`config.mk`:
```
export PLATFORM = sky130hd
export DESIGN_NAME = mestre_memoria_dados
export DESIGN_NICKNAME = d
export VERILOG_FILES = /design/src/rtl/mestre_memoria_dados.sv
export SDC_FILE = /design/constraint.sdc
export NUM_CORES = 1
export LEC_CHECK = 0
export ABC_AREA = 1
export BUFFER_PORTS_ARGS = -buffer_cell sky130_fd_sc_hd__buf_2
export CORE_UTILIZATION = 25
export CTS_BUF_LIST = sky130_fd_sc_hd__clkbuf_16
export DETAILED_ROUTE_END_ITERATION = 16
export GPL_TIMING_DRIVEN = 1
export PLACE_DENSITY_LB_ADDON = 0.1
export SLEW_MARGIN = 5
export SYNTH_ARGS = -nofsm -noshare
export SYNTH_HDL_FRONTEND = slang
export SYNTH_SLANG_ARGS = --single-unit
```
`constraint.sdc`:
```
create_clock -name clk -period 2.4 [get_ports clk]
set_input_delay 0.24 -clock clk [delete_from_list [all_inputs] [get_ports clk]]
set_output_delay 0.24 -clock clk [all_outputs]
set_load 0.03 [all_outputs]
```
`src/rtl/mestre_memoria_dados.sv`:
```
// Data-memory master: serialises LOAD, STORE and byte-wise COPY requests
// onto a single-port memory with one-cycle synchronous read latency.
module mestre_memoria_dados #(
   parameter int LARGURA_DADO = 8,
   parameter int LARGURA_END  = 8
) (
   input  logic                    clk,
   input  logic                    reset,
   input  logic                    reqValido,
   output logic                    reqPronto,
   input  logic [1:0]              operacao,
   input  logic [LARGURA_END-1:0]  enderecoA,
   input  logic [LARGURA_END-1:0]  enderecoB,
   input  logic [LARGURA_DADO-1:0] dadoEscrita,
   input  logic [7:0]              tamanho,
   output logic                    respValida,
   output logic [LARGURA_DADO-1:0] dadoLido,
   output logic                    erro,
   output logic                    ocupado,
   output logic                    writeEnable,
   output logic [LARGURA_END-1:0]  endereco,
   output logic [LARGURA_DADO-1:0] dadoEntrada,
   input  logic [LARGURA_DADO-1:0] dadoSaida
);

   typedef enum logic [2:0] {OCIOSO, LEITURA, CAPTURA, ESCRITA, RESPOSTA} estado_t;

   localparam logic [1:0] OP_LOAD  = 2'b00;
   localparam logic [1:0] OP_STORE = 2'b01;
   localparam logic [1:0] OP_COPY  = 2'b10;

   estado_t                estado, proxEstado;
   logic [1:0]             opReg;
   logic [LARGURA_END-1:0] baseA, baseB;
   logic [7:0]             tamReg, indice, indiceProx;
   logic                   ultimoByte;

   assign indiceProx  = indice + 8'd1;
   assign ultimoByte  = (indiceProx == tamReg);

   assign reqPronto   = (estado == OCIOSO);
   assign ocupado     = (estado != OCIOSO);
   assign writeEnable = (estado == ESCRITA);
   assign respValida  = (estado == RESPOSTA);

   always_ff @(posedge clk or posedge reset) begin
      if (reset) estado <= OCIOSO;
      else       estado <= proxEstado;
   end

   always_comb begin
      proxEstado = estado;
      case (estado)
         OCIOSO:
            if (reqValido) begin
               case (operacao)
                  OP_LOAD:  proxEstado = LEITURA;
                  OP_STORE: proxEstado = ESCRITA;
                  OP_COPY:  proxEstado = (tamanho == 8'd0) ? RESPOSTA : LEITURA;
                  default:  proxEstado = RESPOSTA;
               endcase
            end
         LEITURA:  proxEstado = CAPTURA;
         CAPTURA:  proxEstado = (opReg == OP_COPY) ? ESCRITA : RESPOSTA;
         ESCRITA:  proxEstado = (opReg == OP_COPY && !ultimoByte) ? LEITURA : RESPOSTA;
         RESPOSTA: proxEstado = OCIOSO;
         default:  proxEstado = OCIOSO;
      endcase
   end

   // Address/data registers only move on active transitions, so the memory
   // port holds its last value while idle.
   always_ff @(posedge clk or posedge reset) begin
      if (reset) begin
         opReg       <= '0;
         baseA       <= '0;
         baseB       <= '0;
         tamReg      <= '0;
         indice      <= '0;
         erro        <= 1'b0;
         dadoLido    <= '0;
         endereco    <= '0;
         dadoEntrada <= '0;
      end else begin
         case (estado)
            OCIOSO:
               if (reqValido) begin
                  opReg  <= operacao;
                  baseA  <= enderecoA;
                  baseB  <= enderecoB;
                  tamReg <= tamanho;
                  indice <= '0;
                  erro   <= (operacao == 2'b11);
                  if (operacao == OP_LOAD || operacao == OP_STORE ||
                      (operacao == OP_COPY && tamanho != 8'd0))
                     endereco <= enderecoA;
                  if (operacao == OP_STORE)
                     dadoEntrada <= dadoEscrita;
               end
            CAPTURA:
               if (opReg == OP_COPY) begin
                  dadoEntrada <= dadoSaida;
                  endereco    <= baseB + LARGURA_END'(indice);
               end else begin
                  dadoLido <= dadoSaida;
               end
            ESCRITA:
               if (opReg == OP_COPY) begin
                  if (ultimoByte) begin
                     dadoLido <= dadoEntrada;
                  end else begin
                     indice   <= indiceProx;
                     endereco <= baseA + LARGURA_END'(indiceProx);
                  end
               end
            default: ;
         endcase
      end
   end

endmodule

```
==> summary.md <==
| Metric | Value |
|---|---|
| Status | `finished with violations` |
| Failing checks | `design-rule violations` |
| Die W | `125.7 µm` |
| Top cell type's share of synthesized area | `approximately two fifths` |
| PD cells | `1240 nW/µm²` |
| Final setup vio count | `0` |
| Warning count from the yosys run | `0` |
| Worst EP required | `2.62 ns` |
| Mapped Cells | `~490` |
| Slew @ Worst Pin | `0.5221 ns` |
| Placed cell areas | `~4500 µm²` |
| HPWL Detailed | `8711 µm` |
| H-tree depth | `3` |
| GRT Total Usage | `15.45%` |
| Max Cap Violations | `0` |
| Largest net degree at the start of global routing | `44` |
| Clk pin slew, worst setup/hold paths | `0.05 ns` |
| CP max stage delay | `0.45 ns` |
| Critical path, cell by cell | `ha_4 > nand3_1 > nor2_2 > nand2_1 > nand2_1 > inv_1 > ha_4 > nand2_1 > nor2_2 > nand2_1 > o211ai_1 > nand3_1 > nand3_1 > nand3_1 > nand3_1 > nand2_1` |
| Mapped cell area | `3825 µm²` |
| Post-Route WL | `11460 µm` |
| Ports | `74` |
| Largest cells by area after synthesis | `dfrtp_1, nand2_1, nand3_1` |
| Max Clk Rate | `0.4490 GHz` |
| DR vias/cell | `4.618` |
| Post-route cell area | `a little under 5000 µm²` |
| Area Growth Syn to Fin | `25.78%` |
| Clk_lat worst skew | `0.34 ns` |
| Syn nets | `548` |
| Core Region | `14750 µm²` |
| Wire length per cell | `15.06 µm` |
| Max-slew headroom | `~65%` |
| Yosys reg bits | `62` |
| First-pass GRT wire length | `18450 µm` |
| Ant. Diodes | `0` |
| Sum of negative setup slack | `0 ns` |
| Starting DRT DRC Count | `191` |
| Pins Over Slew Limit | `0` |
| Worst setup SP type | `register` |
| Rows | `44` |
| DRC viols | `5` |
| Cell variety after synth | `42` |
| Setup Skew | `~0.0054 ns` |
| CTS Sinks | `62` |
| Longest Clk Path Bufs | `2` |
| DRT antenna net count | `0` |
| Initial core utilization | `25.92%` |
| Hold_ws | `0.1358 ns` |
| Sequential-to-total area share from yosys stat | `between 40% and 50%` |
| Clock Tree Root | `clkbuf_16` |
| Router iterations before antenna repair | `11` |
| Buffers added on ports | `73` |
| Static Leak | `2.508 nW` |
| Layout cells sized above 1 | `27.21%` |
| Worst-path fanout max | `4` |
| Die height | `125.7 µm` |
| Part of the cycle the worst path needs | `between 90% and 100%` |
| Crit end category | `register` |
| TritonCTS Buffers | `9` |
| Hold Crit Class | `input port to register` |
| Crit path DAT | `about 2.5 ns` |
| Post-Syn Area per Cell | `7.886 µm²` |
| Peak supply drop | `0.0007618 V` |
| Die footprint | `15800 µm²` |
| Global route overflow | `0` |
| CTS tree | `built` |
| Worst path slowest cell | `dfrtp_1` |
| Vias in the first global route | `roughly 3500` |
| Final nets | `636` |
| Post-layout minimum cycle time | `~2.2 ns` |
| Placer Congestion | `~0.80` |
| Cell accounting for the most synthesized area | `dfrtp_1` |
| CP Class | `register to register` |
| Final Core Density | `32.61%` |
| Initial antenna violation count | `0` |
| Hold violation total from the final report | `0` |
| DR vias | `approximately 3500` |
==> registers in the layout, summed over array words and instances (netlist names) <==
name,count
dadoEntrada,8
endereco,8
erro,1
baseB,8
dadoLido,8
opReg,2
tamReg,8
baseA,8
estado,3
indice,8
==> cell families after synthesis <==
group           count (synthesis)  share of synthesized area, %
compound gates                 70                         11.22
simple gates                  249                         29.44
fa+ha+maj                      18                         6.281
flops                          62                         40.56
mux                            14                         4.122
buf+inv                        66                         7.000
xor+xnor                        6                         1.374
==> layout make-up <==
cell class,instances,area [µm²]
Fill cell,1596,9943
Multi-Input combinational cell,357,2078
Sequential cell,62,1554
Timing Repair Buffer,88,493.0
Tap cell,184,230.2
Clock buffer,9,225.2
Inverter,55,206.4
Clock inverter,6,23.77
==> cell usage after synthesis <==
cell type	count
a21boi_0	1
a21o_1	1
a21oi_1	21
a21oi_4	1
a22oi_1	1
a31oi_1	8
a31oi_2	2
buf_2	4
buf_6	2
clkbuf_1	5
dfrtp_1	62
fa_1	2
ha_1	16
inv_1	48
inv_2	7
mux2_2	14
nand2_1	151
nand2_2	2
nand2_4	2
nand3_1	49
nand3_2	3
nand3b_1	1
nand4_1	5
nand4_2	1
nor2_1	22
nor2_2	8
nor2_4	1
nor2_8	1
nor3_2	1
nor3_4	1
nor3b_1	1
o211ai_1	4
o21a_1	1
o21ai_0	17
o21ai_1	2
o21ai_2	1
o21bai_1	1
o221ai_1	1
o22ai_1	6
o31ai_1	2
xnor2_1	2
xor2_1	4
==> where the power goes <==
group,total [mW],switching [mW],internal [mW],leakage (nW)
logic,3.00,1.95,1.05,1.62
registers,1.85,0.344,1.51,0.755
clock network,1.11,0.444,0.670,0.134
total,5.96,2.73,3.23,2.51
==> cells in the final DEF, fill, tap and decap left out, types with 3 or more instances in the layout <==
| cell type | synthesis | final |
|---|---|---|
| nor2_1 | 22 | 20 |
| o21ai_0 | 17 | 17 |
| nand4_1 | 5 | 5 |
| nor2_2 | 8 | 10 |
| a21oi_1 | 21 | 19 |
| inv_2 | 7 | 8 |
| clkbuf_16 | 0 | 9 |
| ha_4 | 0 | 4 |
| o22ai_1 | 6 | 6 |
| dfrtp_1 | 62 | 60 |
| nand3_1 | 49 | 49 |
| nand2_1 | 151 | 147 |
| o211ai_1 | 4 | 4 |
| nand3_2 | 3 | 3 |
| xor2_1 | 4 | 4 |
| buf_2 | 4 | 73 |
| inv_1 | 48 | 50 |
| a31oi_1 | 8 | 8 |
| mux2_2 | 14 | 14 |
| nand2_2 | 2 | 6 |
| buf_4 | 0 | 13 |
| ha_1 | 16 | 12 |
==> worst max-delay path, delay by kind of cell (launching register included) <==
kind	cells	cell delay, ns
adder cells (fa/ha/maj)	2	0.47
AND/OR/NAND/NOR	12	1.05
AO/OA/AOI/OAI	1	0.08
buffers and inverters	1	0.08
flip-flops	1	0.45
==> path summary, 6_finish.rpt <==
check,startpoint,end,slack (ns),depth (start not counted)
min in group asynchronous,reset,baseA[5]$_DFFE_PP0P_,0.50,3
worst min register to register,endereco[1]$_DFFE_PP0P_,endereco[1]$_DFFE_PP0P_,0.47,2
worst max-delay path,indice[1]$_DFFE_PP0P_,endereco[7]$_DFFE_PP0P_,0.17,16
max in group asynchronous,reset,indice[3]$_DFFE_PP0P_,1.27,4
worst min-delay path,enderecoB[7],baseB[7]$_DFFE_PP0P_,0.14,2
worst max register to register,indice[1]$_DFFE_PP0P_,endereco[7]$_DFFE_PP0P_,0.17,16
==> per-layer routing <==
metal / vias to the layer above / share of wire [%] / track usage, %
li1: 1777 / - / -
met1: 1653 / 51 / 21.24
met2: 73 / 45 / 23.63
met3: 11 / 3.3 / 3.356
met4: 0 / 1.5 / 5.954
met5: - / 0 / 0
==> timing repair <==
action,CTS,global route
hold buffers,1,0
gates resized for setup,0,15
setup buffers,0,3
setup endpoints to repair,0,4
hold endpoints to repair,21,0
==> metrics by stage <==
| stage | std cells | worst slack [ns] | power, mW |
|---|---|---|---|
| floorplan | 485 | 0.2639 | 3.920 |
| global placement | 742 | 0.1233 | 4.801 |
| detailed placement | 742 | 0.03652 | 4.817 |
| CTS | 758 | 0.02259 | 5.993 |
| global route | 761 | -0.008692 | 6.509 |
| finish | 761 | 0.1729 | 5.963 |
Power figures use the tool's default switching activity.
